$ cat src/rtl/tick_gen_bank.sv
// Bank of independent programmable tick dividers with in-phase restart.
// Each channel counts enabled cycles and pulses tick once per divisor period,
// toggling tog so that it forms a divided clock of period 2*D.
// Divisor writes are staged and take effect only at the channel's next wrap,
// or immediately on sync, so a running period is never cut short.
module tick_gen_bank #(
  parameter int unsigned NCH      = 3,
  parameter int unsigned CW       = 32,
  parameter int unsigned DIV_INIT = 12500000
) (
  input  logic           clk,
  input  logic           rst,
  input  logic [NCH-1:0] en,
  input  logic           sync,
  input  logic           div_wr,
  input  logic [3:0]     div_sel,
  input  logic [CW-1:0]  div_data,
  output logic [NCH-1:0] tick,
  output logic [NCH-1:0] tog,
  output logic [NCH-1:0] div_pend
);

  // Per-channel state
  logic [CW-1:0]  cnt   [NCH];
  logic [CW-1:0]  d     [NCH];
  logic [CW-1:0]  p     [NCH];
  logic [CW-1:0]  last  [NCH];
  logic [NCH-1:0] wrap;
  logic [NCH-1:0] wr_hit;

  // Terminal count, wrap detect and write-select decode per channel.
  // A divisor of 0 behaves like 1, so its terminal count is also 0.
  always_comb begin
    wrap   = '0;
    wr_hit = '0;
    for (int unsigned i = 0; i < NCH; i++) begin
      last[i]   = (d[i] == '0) ? '0 : d[i] - CW'(1);
      wrap[i]   = en[i] && (cnt[i] == last[i]);
      // div_sel values at or above NCH match no channel and are dropped
      wr_hit[i] = div_wr && (div_sel == 4'(i));
    end
  end

  // Counter, divisor staging and output registers; rst beats sync beats count.
  always_ff @(posedge clk) begin
    if (rst) begin
      for (int unsigned i = 0; i < NCH; i++) begin
        cnt[i]      <= '0;
        d[i]        <= CW'(DIV_INIT);
        p[i]        <= '0;
        div_pend[i] <= 1'b0;
        tick[i]     <= 1'b0;
        tog[i]      <= 1'b0;
      end
    end else begin
      for (int unsigned i = 0; i < NCH; i++) begin
        if (sync) begin
          cnt[i]      <= '0;
          tick[i]     <= 1'b0;
          tog[i]      <= 1'b0;
          div_pend[i] <= 1'b0;
          // A write coincident with sync bypasses staging entirely
          if (wr_hit[i]) begin
            d[i] <= div_data;
          end else if (div_pend[i]) begin
            d[i] <= p[i];
          end
        end else if (wrap[i]) begin
          cnt[i]      <= '0;
          tick[i]     <= 1'b1;
          tog[i]      <= ~tog[i];
          div_pend[i] <= 1'b0;
          // A write landing on the wrap edge is applied at this wrap
          if (wr_hit[i]) begin
            d[i] <= div_data;
          end else if (div_pend[i]) begin
            d[i] <= p[i];
          end
        end else begin
          tick[i] <= 1'b0;
          if (en[i]) begin
            cnt[i] <= cnt[i] + CW'(1);
          end
          // Later writes simply overwrite the staged value
          if (wr_hit[i]) begin
            p[i]        <= div_data;
            div_pend[i] <= 1'b1;
          end
        end
      end
    end
  end

endmodule

$ cat config.mk
export PLATFORM = sky130hd
export DESIGN_NAME = tick_gen_bank
export DESIGN_NICKNAME = d
export VERILOG_FILES = /design/src/rtl/tick_gen_bank.sv
export SDC_FILE = /design/constraint.sdc
export NUM_CORES = 1
export LEC_CHECK = 0
export ABC_AREA = 0
export BUFFER_PORTS_ARGS = -buffer_cell sky130_fd_sc_hd__buf_2
export CORE_ASPECT_RATIO = 1.2
export CORE_MARGIN = 8
export CORE_UTILIZATION = 34
export DETAILED_ROUTE_END_ITERATION = 6
export SLEW_MARGIN = 20
export SYNTH_ARGS = -nofsm -noshare
export SYNTH_HDL_FRONTEND = slang
export SYNTH_SLANG_ARGS = --single-unit
$ cat constraint.sdc
create_clock -name clk -period 6.39 [get_ports clk]
set_input_delay 1.278 -clock clk [delete_from_list [all_inputs] [get_ports clk]]
set_output_delay 1.278 -clock clk [all_outputs]
set_load 0.02 [all_outputs]
==> metrics.cfg <==
[cts]
htree_num_levels=2
cts_made_buffers=35
cts_resized=0
cts.reportedPaths.clkPinSlew_ns=0.06
clock_sinks=297
clockBufferDepth=3
cts_setup_buffers=0
cts_tree=yes
hold_buffers=0
root_buffer=clkbuf_16
clk_latency_ns=0.56

[floorplan]
die-area_um2=65000
die_x_um=234
io_pins=52
core-area_um2=56800
die_h_um=278
rows=96
start_util_pct=34.2

[grt]
overflow=0
gr-usage-all-layers_pct=19.7
grt_max_degree=39
grt_pass1_vias=16300
grt_pass1_wl_mm=100
antenna_found_initial=1

[layout]
final_area_um2=21500
fin_cells=2785
drive_gt1_share_pct=10.4
final_cell_mix=edfxtp_1, nand3_1, nor2_1
fin_nets=2073
syn2layout_area_growth_pct=10.9
layout_commonest_cell=edfxtp_1

[sta]
maxSlewHeadroom_pct=24.4
hold_viol=0
fin_skew_ns=0.0361
rsz0062_at_grt=no
period_needed_ns=5.99
setup_violations=0
worst_pin_slew_ns=1.13
finalMaxSlewViolations=0
whs_ns=0.536
setup_tns_ns=0
fin_crit_sh_pct=93.7
max_freq_mhz=167

[place]
port_buffers=51
dp_hpwl_mm=47.4
post_dp_cell_area_um2=20400
globalplace.congestion=0.925
placed_cells=2721

[setup_path]
timing.reg2reg.setup_slack_ns=0.40
crit_path_top_delay_cell=or3_1
critical_path.startpoint=d[2][1]
cp.required_ns=6.65
crit_path_cell_trace=inv_1 -> ha_1 -> nor4b_1 -> nand3_1 -> or3_1 -> nand3_1 -> o211ai_1 -> a2111oi_0 -> nand4b_1 -> or3_1 -> nand3_1 -> nand2_1 -> buf_4
cpMostUsedCell=nand3_1
rr_startpoint=d[2][1]
criticalPathCategory=reg2reg
crit_arrival_ns=6.25
endpoint=p[0][68]
max_stage_delay_ns=0.71
ff2ff_path_depth=13
timing.rr.end=p[0][68]
start_kind=flop
critPathMaxFanout=20
critPathCaptureType=flop

[synthesis]
syn_avg_cell_area_um2=9.55
ys_types=96
synth_fp_nets=2082
yosys-top-cells-area=edfxtp_1, nand3_1, xnor2_1, xor2_1, nor2_1
synth.top_cell.area_share_pct=44.6
syn_area_um2=19400
yosys.area.top_type=edfxtp_1
ys_seq_area_share_pct=45.5
synth_warnings=0
synth-async-reset-ratio_pct=0
ys_seq_elements=297
synth_edf_count=288
synthCells=2032
synthFlopType=edfxtp_1

[route]
drt-total-wl_mm=65.9
drt-vias-per-instance=6.17
drtAntennaViolNets=0
dr_total_vias=17200
first_pass_iters=6
drtIter0Drc=1980
wl_per_cell_um=23.6
drc_errors=0

[power]
vdd_drop_max_uv=167
p_sw_share_pct=26.1
pwr-share-seq_pct=49.2
p_total_mw=4.70
p_per_area_nw_per_um2=218
p_switching_mw=1.23
p_int_mw=3.47
p_leak_nw=6.85
comb_power_share_pct=8.3
p_clk_share_pct=42.5

[min_path]
hp-class=reg2reg

[run]
drv_cap=0

[status]
status=finished, final reports clean

[worst max-delay path, delay by kind of cell, from the launching register on]
family | cells | cell delay [ns]
flip-flops | 1 | 0.46
AO/OA/AOI/OAI | 2 | 0.70
AND/OR/NAND/NOR | 8 | 3.59
adder cells (fa/ha/maj) | 1 | 0.32
buffers and inverters | 2 | 0.57
[cell usage after synthesis, types with 6 or more instances]
| library cell | n |
|---|---|
| or4_1 | 25 |
| a31oi_1 | 9 |
| a211oi_1 | 43 |
| nor2b_1 | 15 |
| o21ai_0 | 105 |
| o211ai_1 | 29 |
| nand3_1 | 197 |
| clkbuf_1 | 109 |
| buf_2 | 27 |
| and2_1 | 9 |
| nor4b_1 | 6 |
| or2_2 | 14 |
| a311oi_1 | 14 |
| xor2_1 | 84 |
| edfxtp_1 | 288 |
| nand4_1 | 49 |
| nand3b_1 | 10 |
| nand2_1 | 105 |
| o31a_1 | 9 |
| mux2i_1 | 11 |
| nor3b_1 | 12 |
| o221ai_1 | 24 |
| and4_1 | 14 |
| o32ai_1 | 7 |
| dfxtp_1 | 9 |
| ha_1 | 7 |
| nor3_1 | 87 |
| nand2b_1 | 10 |
| o31ai_1 | 14 |
| a21oi_1 | 80 |
| nor4_1 | 49 |
| a221oi_1 | 15 |
| buf_6 | 7 |
| xnor2_1 | 86 |
| and3_1 | 28 |
| or3_1 | 40 |
| inv_1 | 65 |
| o21a_1 | 7 |
| a2111oi_0 | 6 |
| o22ai_1 | 6 |
| nor2_1 | 172 |
[area by class of cell]
| class | count | area (um2) |
|---|---|---|
| Fill cell | 5598 | 35300 |
| Multi-Input combinational cell | 1521 | 9760 |
| Sequential cell | 297 | 8830 |
| Clock buffer | 42 | 932 |
| Tap cell | 735 | 920 |
| Timing Repair Buffer | 103 | 646 |
| Inverter | 65 | 244 |
| Clock inverter | 20 | 191 |
| Antenna cell | 2 | 5.00 |
[cells by family after synthesis]
| family | after synthesis | share of synthesized area [%] |
|---|---|---|
| muxes | 16 | 0.858 |
| and+or+nand+nor | 880 | 24.4 |
| DFF | 297 | 45.5 |
| AOI/OAI and AO/OA | 442 | 15.8 |
| xor gates and xnor gates | 176 | 8.38 |
| adders and majority gates | 7 | 0.451 |
| buffers and inverters | 214 | 4.61 |
[worst min-delay path by stage]
stage | startpoint | end | slack [ns] | cells after the start
finish | tog[0] | tog[0] | 0.54 | 2
global route | tog[0] | tog[0] | 0.55 | 2
detailed placement | tog[0] | tog[0] | 0.52 | 2
CTS | tog[0] | tog[0] | 0.55 | 2
global placement | tog[2] | tog[2] | 0.50 | 2
floorplan | p[0][64] | d[2][0] | 0.52 | 2
[power by group through the flow]
stage / Combinational [mW] / Clock (mW) / Sequential [mW]
finish: 0.388 / 2.00 / 2.31
global route: 0.417 / 2.10 / 2.32
CTS: 0.382 / 2.04 / 2.31
detailed placement: 0.380 / 0 / 2.35
global placement: 0.374 / 0 / 2.35
floorplan: 0.268 / 0 / 2.29
[per-layer routing]
| metal | track usage [%] | routed length [um] | up-vias |
|---|---|---|---|
| li1 | - | - | 7781 |
| met1 | 24.9 | 26200 | 8424 |
| met2 | 32.4 | 31600 | 825 |
| met3 | 3.55 | 5070 | 159 |
| met4 | 9.03 | 3010 | 0 |
| met5 | 0 | 0 | - |
[state kept, by name (all words and copies together), names as in the netlist]
register / cells
cnt: 96
d: 96
div_pend: 3
p: 96
tick: 3
tog: 3
[stage by stage]
step | setup slack (ns) | util [%]
after floorplan | 0.243 | -
after global placement | 0.499 | 35.9
after detailed placement | 0.551 | 35.9
after CTS | 0.544 | 37.9
after global routing | 0.155 | 37.9
final | 0.401 | 37.9
Note: power is estimated with default switching activity, not from simulation.
